[src/rtl/hr_pkg.sv]
// Shared definitions for the data-memory responder and its heart-rate peripheral:
// MMIO register offsets, STATUS bit positions and counter sizing helpers.
package hr_pkg;

  localparam int IBI_W = 16;

  localparam logic [3:0] OFF_STATUS  = 4'd0;
  localparam logic [3:0] OFF_BEATCNT = 4'd1;
  localparam logic [3:0] OFF_IBI_LO  = 4'd2;
  localparam logic [3:0] OFF_IBI_HI  = 4'd3;
  localparam logic [3:0] OFF_LED     = 4'd4;

  localparam int ST_NEW     = 0;
  localparam int ST_TIMEOUT = 1;

  // Width able to index n states; never below one bit so degenerate dividers still elaborate.
  function automatic int cnt_width(input int n);
    return (n > 1) ? $clog2(n) : 1;
  endfunction

endpackage

[src/rtl/beat_detect.sv]
// Sensor front end: synchronises the raw beat pulse, detects rising edges, runs the
// ms-tick prescaler and the refractory window, and flags accepted beats.
module beat_detect
  import hr_pkg::*;
#(
  parameter int TICK_DIV      = 1000,
  parameter int REFRACT_TICKS = 250
) (
  input  logic clk,
  input  logic rst_n,
  input  logic beat_in,
  output logic tick,
  output logic accept
);

  localparam int PW = cnt_width(TICK_DIV);
  localparam int RW = cnt_width(REFRACT_TICKS + 1);
  localparam logic [PW-1:0] PRESC_MAX    = PW'(TICK_DIV - 1);
  localparam logic [RW-1:0] REFRACT_LOAD = RW'(REFRACT_TICKS);

  // sync_q[0..1] are the synchroniser stages, sync_q[2] holds the previous level for edge detect.
  logic [2:0]    sync_q, sync_d;
  logic          edge_q, edge_d;
  logic [PW-1:0] presc_q, presc_d;
  logic [RW-1:0] refr_q, refr_d;

  assign tick   = (presc_q == PRESC_MAX);
  assign accept = edge_q && (refr_q == '0);

  always_comb begin
    sync_d = {sync_q[1:0], beat_in};
    edge_d = sync_q[1] & ~sync_q[2];

    // An accepted beat restarts the ms grid so the next interval is measured from the beat itself.
    if (accept || tick) presc_d = '0;
    else                presc_d = presc_q + 1'b1;

    refr_d = refr_q;
    if (accept)                      refr_d = REFRACT_LOAD;
    else if (tick && refr_q != '0)   refr_d = refr_q - 1'b1;
  end

  always_ff @(posedge clk or negedge rst_n) begin
    if (!rst_n) begin
      sync_q  <= '0;
      edge_q  <= 1'b0;
      presc_q <= '0;
      refr_q  <= '0;
    end else begin
      sync_q  <= sync_d;
      edge_q  <= edge_d;
      presc_q <= presc_d;
      refr_q  <= refr_d;
    end
  end

endmodule

[src/rtl/dmem_hr_responder.sv]
// CPU data-side responder: zero-latency RAM reads plus a polled heart-rate peripheral
// (STATUS, BEATCNT, IBI, LED) mapped into a 16-byte window.
module dmem_hr_responder
  import hr_pkg::*;
#(
  parameter int         RAM_DEPTH     = 64,
  parameter logic [7:0] MMIO_BASE     = 8'hF0,
  parameter int         TICK_DIV      = 1000,
  parameter int         REFRACT_TICKS = 250
) (
  input  logic       CLK,
  input  logic       RESET_L,
  input  logic [7:0] ADDR,
  input  logic [7:0] WDATA,
  input  logic       MW,
  output logic [7:0] RDATA,
  input  logic       BEAT_IN,
  output logic [7:0] LED,
  output logic       NEW_BEAT
);

  localparam int AW = cnt_width(RAM_DEPTH);

  logic             tick, accept;
  logic             ram_hit, mmio_hit;
  logic [3:0]       mmio_off;
  logic             wr_status, wr_beatcnt, wr_led;

  logic [7:0]       mem_q [RAM_DEPTH];
  logic [1:0]       status_q, status_d;
  logic [7:0]       beatcnt_q, beatcnt_d;
  logic [IBI_W-1:0] ibi_q, ibi_d;
  logic [IBI_W-1:0] interval_q, interval_d;
  logic [7:0]       led_q, led_d;

  beat_detect #(
    .TICK_DIV      (TICK_DIV),
    .REFRACT_TICKS (REFRACT_TICKS)
  ) u_beat_detect (
    .clk     (CLK),
    .rst_n   (RESET_L),
    .beat_in (BEAT_IN),
    .tick    (tick),
    .accept  (accept)
  );

  // The window is 16-byte aligned, so only the upper nibble identifies it.
  assign ram_hit    = (int'(ADDR) < RAM_DEPTH);
  assign mmio_hit   = (ADDR[7:4] == MMIO_BASE[7:4]);
  assign mmio_off   = ADDR[3:0];
  assign wr_status  = MW && mmio_hit && (mmio_off == OFF_STATUS);
  assign wr_beatcnt = MW && mmio_hit && (mmio_off == OFF_BEATCNT);
  assign wr_led     = MW && mmio_hit && (mmio_off == OFF_LED);

  for (genvar gi = 0; gi < RAM_DEPTH; gi++) begin : g_ram
    logic [7:0] word_d;
    assign word_d = (MW && ram_hit && ADDR == 8'(gi)) ? WDATA : mem_q[gi];
    always_ff @(posedge CLK or negedge RESET_L) begin
      if (!RESET_L) mem_q[gi] <= '0;
      else          mem_q[gi] <= word_d;
    end
  end

  always_comb begin
    // Clears are applied first so that a same-cycle event setting a flag wins over the W1C.
    status_d = status_q;
    if (wr_status) status_d = status_q & ~WDATA[1:0];
    if (tick && !accept && interval_q == {{(IBI_W-1){1'b1}}, 1'b0}) status_d[ST_TIMEOUT] = 1'b1;
    if (accept) status_d[ST_NEW] = 1'b1;

    beatcnt_d = beatcnt_q;
    if (wr_beatcnt) beatcnt_d = '0;
    if (accept)     beatcnt_d = beatcnt_d + 8'd1;

    ibi_d = accept ? interval_q : ibi_q;

    interval_d = interval_q;
    if (accept)                                      interval_d = '0;
    else if (tick && interval_q != {IBI_W{1'b1}})    interval_d = interval_q + 1'b1;

    led_d = wr_led ? WDATA : led_q;
  end

  always_ff @(posedge CLK or negedge RESET_L) begin
    if (!RESET_L) begin
      status_q   <= '0;
      beatcnt_q  <= '0;
      ibi_q      <= '0;
      interval_q <= '0;
      led_q      <= '0;
    end else begin
      status_q   <= status_d;
      beatcnt_q  <= beatcnt_d;
      ibi_q      <= ibi_d;
      interval_q <= interval_d;
      led_q      <= led_d;
    end
  end

  always_comb begin
    RDATA = 8'h00;
    if (ram_hit) begin
      RDATA = mem_q[ADDR[AW-1:0]];
    end else if (mmio_hit) begin
      case (mmio_off)
        OFF_STATUS:  RDATA = {6'b0, status_q};
        OFF_BEATCNT: RDATA = beatcnt_q;
        OFF_IBI_LO:  RDATA = ibi_q[7:0];
        OFF_IBI_HI:  RDATA = ibi_q[15:8];
        OFF_LED:     RDATA = led_q;
        default:     RDATA = 8'h00;
      endcase
    end
  end

  assign LED      = led_q;
  assign NEW_BEAT = status_q[ST_NEW];

endmodule
[config.mk]
export PLATFORM = sky130hd
export DESIGN_NAME = dmem_hr_responder
export DESIGN_NICKNAME = d
export VERILOG_FILES = /design/src/rtl/hr_pkg.sv /design/src/rtl/beat_detect.sv /design/src/rtl/dmem_hr_responder.sv
export SDC_FILE = /design/constraint.sdc
export NUM_CORES = 1
export LEC_CHECK = 0
export CELL_PAD_IN_SITES_DETAIL_PLACEMENT = 2
export CELL_PAD_IN_SITES_GLOBAL_PLACEMENT = 2
export CORE_AREA = 2 2 296 298
export CTS_CLUSTER_DIAMETER = 30
export DETAILED_ROUTE_END_ITERATION = 7
export DIE_AREA = 0 0 298 300
export PLACE_DENSITY = 0.7
export SYNTH_ARGS = -nofsm -noshare
export SYNTH_HDL_FRONTEND = slang
export SYNTH_SLANG_ARGS = --single-unit
[constraint.sdc]
create_clock -name CLK -period 3 [get_ports CLK]
set_clock_uncertainty 0.05 [all_clocks]
set_input_delay 0.6 -clock CLK [delete_from_list [all_inputs] [get_ports CLK]]
set_output_delay 0.6 -clock CLK [all_outputs]
set_load 0.02 [all_outputs]
# == Word-level counts from Yosys, hierarchy flattened ==
# Cells that the tools add are included.
# word_totals
ff_bits,584
in_bits,20
# classes
n_addsub,4
mux,16
magnitude_cmp,2
reduce_logical,84
bitwise_logic,5
n_eq_ne,71
# ops
cell,n
== test 8 x 6 -> 1 bit (second input constant),32
== test 8 x 5 -> 1 bit (second input constant),16
logical AND 1 bit,74
== test 8 x 4 -> 1 bit (second input constant),8
2-to-1 mux 8 bit,8
binary-select mux 8 bit (select 6 bit),1
one-hot mux 8 bit (5 select lines),1
== test 8 x 3 -> 1 bit (second input constant),4
2-to-1 mux 16 bit,2
adder 16 x 1 -> 16 bit (second input constant),1
== test 16 bit (second input constant),1
== test 8 x 2 -> 1 bit (second input constant),2
zero test 8 bit,2
!= test 16 bit (second input constant),1
adder 10 x 1 -> 10 bit (second input constant),1
== test 10 bit (second input constant),1
2-to-1 mux 10 bit,1
adder 8 x 1 -> 8 bit (second input constant),1
== test 4 x 2 -> 1 bit (second input constant),2
== test 8 x 1 -> 1 bit (second input constant),1
< comparator 8 x 7 -> 1 bit (second input constant),1
nonzero test 2 bit,4
nonzero test 8 bit,1
subtractor 8 x 1 -> 8 bit (second input constant),1
14 further kinds,15

# == Logic depth before layout (Yosys ltp) ==
# Gate-level depths: netlist (run 1).
# logic_depth
depth_word,6
ltp_mapped,11

# == Modules after synthesis ==
# From an unflattened synthesis (run 1), not the netlist that was laid out.
# hier_totals
hier_cells,1956
area_unflattened_um2,27380.0
# by_module_without_submodules
module,area_each_um2,n_inst,cells_each
dmem_hr_responder,26355.3,1,1863
beat_detect,1024.7,1,93

# == Least setup slack after synthesis (run 1) ==
# Ideal clock, no wire load.
# synth_path
path_type,input -> output
start,input port ADDR[0]
end,output port RDATA[2]
arrival_ns,2.371
required_ns,2.350
path_buffers,3
cell_stages,7
path_slack_ns,-0.021
path_cell_list,buf_6 > buf_4 > buf_2 > mux4_2 > a32o_1 > a21oi_1 > o2111ai_1
# synth_between
elab_chain_len,5
elab_cells_between_ends,13
classes_between,order compare (1); eq/ne (4); mux (6); bitwise (1); reduce/logical (1)
# synth_rtl
element,line_no,rtl
start: declaration,dmem_hr_responder.sv:13,"input logic [7:0] ADDR,"
NOT 6 -> 7 bit (not written as such),dmem_hr_responder.sv:103,RDATA = mem_q[ADDR[AW-1:0]];
binary-select mux 8 bit (select 6 bit),dmem_hr_responder.sv:103,
2-to-1 mux 8 bit (not written as such) (2 in a row),dmem_hr_responder.sv:103,
2-to-1 mux 8 bit (*),dmem_hr_responder.sv:102,if (ram_hit) begin
end: declaration,dmem_hr_responder.sv:16,"output logic [7:0] RDATA,"
# Mark *: on every way between the ends. The rest lies on a longest branch, timed or not. The select of a mux whose other input is x is not followed.

# == Worst setup path after layout (run 1) ==
# layout_path
start,register mem_q[269] (netlist bit)
end,output port RDATA[5]
# layout_between
elab_chain_len,4
# layout_rtl
element,line_no,rtl
start: declaration,dmem_hr_responder.sv:29,logic [7:0] mem_q [RAM_DEPTH];
start signal: indexed assignment,dmem_hr_responder.sv:60,else mem_q[gi] <= word_d;
binary-select mux 8 bit (select 6 bit),dmem_hr_responder.sv:103,
2-to-1 mux 8 bit (not written as such) (2 in a row),dmem_hr_responder.sv:103,
2-to-1 mux 8 bit,dmem_hr_responder.sv:102,
# No other way between the ends. The select of a mux whose other input is x is not followed.

==> reports/metrics.yaml, run 1 <==
status:
  status: "complete, but fails checks"
  violations: "negative setup slack"
clock_tree:
  path_clk_slew_ps: 60
  cts_buffers: 146
  h-tree-depth: 4
  cts_tree: "done"
  cts_buffer_depth: 3
  root_buffer: "clkbuf_16"
  cts.sinks: 584
  insertion_delay_ps: 750
timing:
  setup_viol: 8
  finalWorstSetupSlack_ps: -580
  period_share: 1.19
  hold_viol: 0
  fin_crit_ps: 3580
  max_freq_ghz: 0.279
  drv_slew: 0
  grt_setup_unrepaired: "yes"
  max-slew-margin-rel: 0.351
  worst_pin_slew_ps: 973
layout:
  fillers: 8265
  antenna_cells: 0
  multi_input_area_sq_um: 12300
  drive_gt1_frac: 0.519
  seqCellArea_sq_um: 14600
  areaGrowthSynthToFinish_pct: 36.7
  fin_nets: 2305
place:
  hpwl_um: 60200
  portBuffers: 36
  dp_slack_ps: -1110
  gpl.final_weighted_congestion: 0.871
pwr:
  ir_drop_v: 0.000541
  cellPowerDensity_nw_per_um2: 732
  total_power_mw: 27.4
  p_leak_nw: 17.6
yosys:
  ys_types: 63
  synth_top_area_share: 0.534
  synth_seq_area_share: 0.534
  synth_enable_flop_cells: 0
  synth_area_leaders: "dfrtp_1 (53%), mux2_2 (21%), mux4_2 (7.9%)"
  synth-warning-count: 0
  syn_area_sq_um: 27400
  async_reset_ff_frac: 1.00
  syn_inst: 1944
  ys_seq_elements: 584
  synth_nets: 1969
  synthFlopType: "dfrtp_1"
  synth_top_area_cell: "dfrtp_1"
  syn_area_per_cell_sq_um: 14.1
floorplanning:
  fp.coreArea_sq_um: 86200
  initial_core_util: 0.317
  die-area_sq_um: 89400
  rows: 108
  chipWidth_um: 298
  die_h_um: 300
  ios: 37
job:
  cap_violations: 0
critical_path:
  cp-start-kind: "register"
  r2r_slack_ps: 510
  rr_startpoint: "u_beat_detect.refr_q[0]"
  worstReg2RegEnd: "beatcnt_q[5]"
  setup.worst_path.class: "reg -> out"
  ff2ff_path_depth: 7
  cp_max_fo: 2
  cp.arrival_ps: 2930
  critical_path_required_ps: 2350
  critPathCaptureType: "output pin"
global_routing:
  grt_use_total: 0.239
  grt_start_max_net_pins: 101
  grt_remaining_overflow: 0
  grt_pass1_wl_um: 159000
  antenna_found_initial: 2
  grt_pass1_vias: 22700
detailed_routing:
  vias: 19300
  firstDrtPassIters: 5
  drtIter0Drc: 1251
  viasPerCell: 5.43
  wl_um: 109000
  drt.antenna.violating_nets: 0
  wire_per_inst_um: 30.7
  drc_errors: 0
worst_hold_path:
  hp-class: "in -> async"
[worst max-delay path by stage]
stage,from,end,depth (start not counted)
6_report,mem_q[269],RDATA[5],6
5_1_grt,mem_q[261],RDATA[5],6
4_1_cts,mem_q[86],RDATA[6],6
3_5_place_dp,ADDR[5],RDATA[2],8
3_3_place_gp,ADDR[4],RDATA[2],8
2_1_floorplan,ADDR[1],RDATA[4],8
[power breakdown]
part           internal (mW)  switching [mW]
Combinational          0.771            1.03
Clock                   11.5            5.55
Sequential              8.24           0.284
Total                   20.5            6.86
[cells in the final DEF, fill, tap and decap left out, types with 6 or more instances in the layout]
master and count:
dfrtp_1 584, mux2_2 508, buf_4 195, clkbuf_16 146, nand2_1 102, mux4_2 96, mux2i_1 86, buf_12 77
a22oi_1 48, nor2_1 47, nand3_1 36, nor2_2 33, clkinv_2 26, bufinv_16 23, clkbuf_8 20, mux2_1 19
nand4_1 18, clkbuf_1 16, buf_6 16, a21oi_1 15, o21ai_0 15, xnor2_1 15, xor2_1 15, clkdlybuf4s50_1 12
nor2b_1 11, nor3_1 11, clkinv_16 11, and3_1 9, buf_2 9, clkinvlp_4 7, o21ai_1 6
[flip-flops by register name, summed over array words and instances, names as in the netlist, 3 cells and up]
signal	flops
u_beat_detect.refr_q	8
beatcnt_q	8
ibi_q	16
interval_q	16
LED	8
u_beat_detect.sync_q	3
u_beat_detect.presc_q	10
mem_q	512
[layer usage]
layer	track usage	up-vias	part of all wire
li1	-	7899	-
met1	0.295	10600	0.40
met2	0.410	569	0.51
met3	0.0439	239	0.045
met4	0.103	4	0.040
met5	0	-	0.00019
[metrics by stage]
step                      cell area, sq um  hold WS, ps  TNS [ps]   util  instances
final                                37400          202     -3550  0.434       3549
after global routing                 37400          209     -3770  0.434       3549
after CTS                            37200          177     -3420  0.431       3540
after detailed placement             31500          288    -64270  0.365       3267
after global placement               31500          288    -50690  0.365       3267
after floorplan                      27400          254         0      -       1944
[worst max-delay path, stage by stage, from the launching register on]
cell     delay (ps)
dfrtp_1         430
mux4_2          540
mux2i_2         270
nor2_1          100
a211o_1         310
a221o_1         370
buf_6           170
[synthesized netlist by cell type (14+ instances only)]
master / count
buf_2: 25
nor2_1: 48
xor2_1: 15
a22oi_1: 50
a21oi_1: 18
nand4_1: 18
mux2_2: 511
xnor2_1: 15
clkbuf_1: 85
nand3_1: 37
dfrtp_1: 584
o21ai_0: 26
nand2_1: 103
mux2i_1: 93
mux4_2: 96
nor2_2: 32
mux2_1: 19
nor3_1: 14
[layout make-up]
cell class / instances / area share
Sequential cell: 584 / 0.391
Multi-Input combinational cell: 1221 / 0.330
Timing Repair Buffer: 322 / 0.0968
Clock inverter: 80 / 0.0362
Inverter: 5 / 0.000502
Clock buffer: 182 / 0.107
Tap cell: 1155 / 0.0387
[kinds of logic after synthesis]
family | count (synthesis) | synth area share
XOR/XNOR | 30 | 0.00961
multiplexers | 719 | 0.331
AND/OR/NAND/NOR | 335 | 0.0658
buffers and inverters | 139 | 0.0237
AO/OA/AOI/OAI | 132 | 0.0330
adder cells (fa/ha/maj) | 5 | 0.00229
flip-flops | 584 | 0.534
[what timing repair did]
action                     in CTS  in global routing
hold endpoints to repair      219                  0
gates resized for setup        93                 20
hold buffers                    1                  0
setup buffers                   8                  9
setup endpoints to repair       8                  8
pin swaps                      12                  7
cloned                          2                  0
Note: power is estimated with default switching activity, not from simulation.
==> run 2: changes to the inputs <==
- PLACE_DENSITY: 0.7 -> 0.72
- clock period: 3 -> 2.9 ns (I/O delays scaled with it)
==> reports/metrics.yaml, run 2 (synthesis gave the netlist of run 1 again) <==
timing:
  max-slew-margin-rel: 0.195  # -0.156
  fin_crit_ps: 3590
  worst_pin_slew_ps: 1210  # +235 ps
  setup_viol: 8  # unchanged
  grt_setup_unrepaired: "yes"
  finalWorstSetupSlack_ps: -691  # -112 ps
  period_share: 1.24
  drv_slew: 0  # unchanged
  tns_ps: -4450  # -903 ps
  hold_viol: 0  # unchanged
  max_freq_ghz: 0.278
pwr:
  ir_drop_v: 0.000572  # +5.7%
  total_power_mw: 28.3  # +3.5%
  p_leak_nw: 17.7  # +0.36%
  cellPowerDensity_nw_per_um2: 754  # +3.0%
critical_path:
  slowest_delay_ps: 550  # about the same
  ff2ff_path_depth: 9  # +2
  cp_max_fo: 2  # unchanged
  cp-start-kind: "register"
  cp.arrival_ps: 2960  # +30 ps
  critical_path_required_ps: 2270  # -80 ps
  worstReg2RegEnd: "beatcnt_q[4]"
  critPathCaptureType: "output pin"
  rr_startpoint: "u_beat_detect.refr_q[0]"
  setup.worst_path.class: "reg -> out"
  path_cells: "mux4_2 -> mux2i_1 -> nor2_1 -> a211o_1 -> a221o_1 -> buf_6"
  slowest_stage: "mux4_2"
  r2r_slack_ps: 550  # +40 ps
global_routing:
  grt_remaining_overflow: 0  # unchanged
  grt_pass1_wl_um: 168000  # +5.2%
  antenna_found_initial: 7  # +5
  grt_start_max_net_pins: 115  # +14%
  grt_use_total: 0.254  # +0.0147
  grt_pass1_vias: 23300  # +2.5%
layout:
  drive_gt1_frac: 0.536  # +0.0169
  largest_register: "mem_q"
  largest_reg_flops: 512  # unchanged
  largestRegisters: "mem_q x512, ibi_q x16, interval_q x16"
  final_util: 0.436  # +0.00210
  areaGrowthSynthToFinish_pct: 37.4
  final_common_cell: "dfrtp_1"
  fin_cells: 3566  # +0.48%
  fin_nets: 2317  # +0.52%
  final_cell_mix: "dfrtp_1 (584), mux2_2 (508), buf_4 (201)"
worst_hold_path:
  hp-class: "in -> async"
detailed_routing:
  drt.antenna.violating_nets: 0  # unchanged
  drtIter0Drc: 1530  # +22%
  drc_errors: 0  # unchanged
  vias: 20200  # +4.7%
  firstDrtPassIters: 5  # unchanged
  wl_um: 123000  # +13%
  viasPerCell: 5.66  # +4.2%
  wire_per_inst_um: 34.4  # +12%
clock_tree:
  insertion_delay_ps: 740  # about the same
  cts_tree: "done"
  root_buffer: "clkbuf_16"
  h-tree-depth: 4  # unchanged
  cts_buffer_depth: 3  # unchanged
  path_clk_slew_ps: 60  # about the same
  cts.sinks: 584  # unchanged
  cts_buffers: 144  # -1.4%
job:
  cap_violations: 0  # unchanged
floorplanning:
  rows: 108  # unchanged
  chipWidth_um: 298  # unchanged
  fp.coreArea_sq_um: 86200  # unchanged
  initial_core_util: 0.317  # unchanged
  die_h_um: 300  # unchanged
  ios: 37  # unchanged
  die-area_sq_um: 89400  # unchanged
place:
  gpl.final_weighted_congestion: 0.859  # -1.4%
  hpwl_um: 59400  # -1.3%
  dpl.cell_count: 3258  # -0.28%
  portBuffers: 36  # unchanged
status:
  violations: "negative setup slack"
  status: "complete, but fails checks"
[run 2: cell type report]
class	instances	area (sq um)
diodes	1	2.50
multi-input cells	1221	12500
fillers	8199	48600
well taps	1155	1450
flip-flops and latches	584	14600
clock buffers	188	4140
clock inverters	76	1040
repair buffers	336	3790
inverters	5	18.8
[run 2: metal layers]
metal	wire length, um	up-vias	global-route usage
li1	-	7926	-
met1	46600	10900	0.294
met5	44	-	0
met4	6850	10	0.139
met2	62200	908	0.437
met3	7150	406	0.0560
[run 2: how the worst max path moves through the flow]
stage / from / end / slack [ps] / cells past startpoint
finish: mem_q[261] / RDATA[5] / -690 / 6
global route: mem_q[328] / RDATA[0] / -650 / 6
CTS: mem_q[86] / RDATA[6] / -580 / 6
detailed placement: ADDR[5] / RDATA[2] / -1070 / 6
global placement: ADDR[5] / RDATA[7] / -1040 / 8
floorplan: ADDR[1] / RDATA[3] / -3 / 7
[run 2: what timing repair did]
| item | in CTS | in global routing |
|---|---|---|
| resized for setup | 117 | 44 |
| pin swaps | 14 | 11 |
| setup buffers | 30 | 13 |
| hold buffers | 1 | 0 |
| endpoints found under the setup margin | 8 | 8 |
| cloned | 1 | 1 |
| endpoints found under the hold margin | 118 | 0 |
[run 2: where the power goes]
part / switching (mW) / internal [mW]
combinational: 1.14 / 0.822
sequential: 0.324 / 8.52
clock: 5.65 / 11.9
[run 2: worst max-delay path: cells and delay by family (launching register included)]
family / cells / cell delay (ps)
AOI/OAI and AO/OA: 2 / 750
buffers and inverters: 1 / 170
DFF: 1 / 410
muxes: 2 / 770
and+or+nand+nor: 1 / 100
[run 2: per-stage QoR]
| stage | area, sq um | worst slack [ps] | hold WS, ps |
|---|---|---|---|
| 2_1_floorplan | 27400 | -3.15 | 234 |
| 3_3_place_gp | 31500 | -1040 | 287 |
| 3_5_place_dp | 31500 | -1070 | 295 |
| 4_1_cts | 37300 | -576 | 214 |
| 5_1_grt | 37600 | -646 | 250 |
| 6_report | 37600 | -691 | 241 |
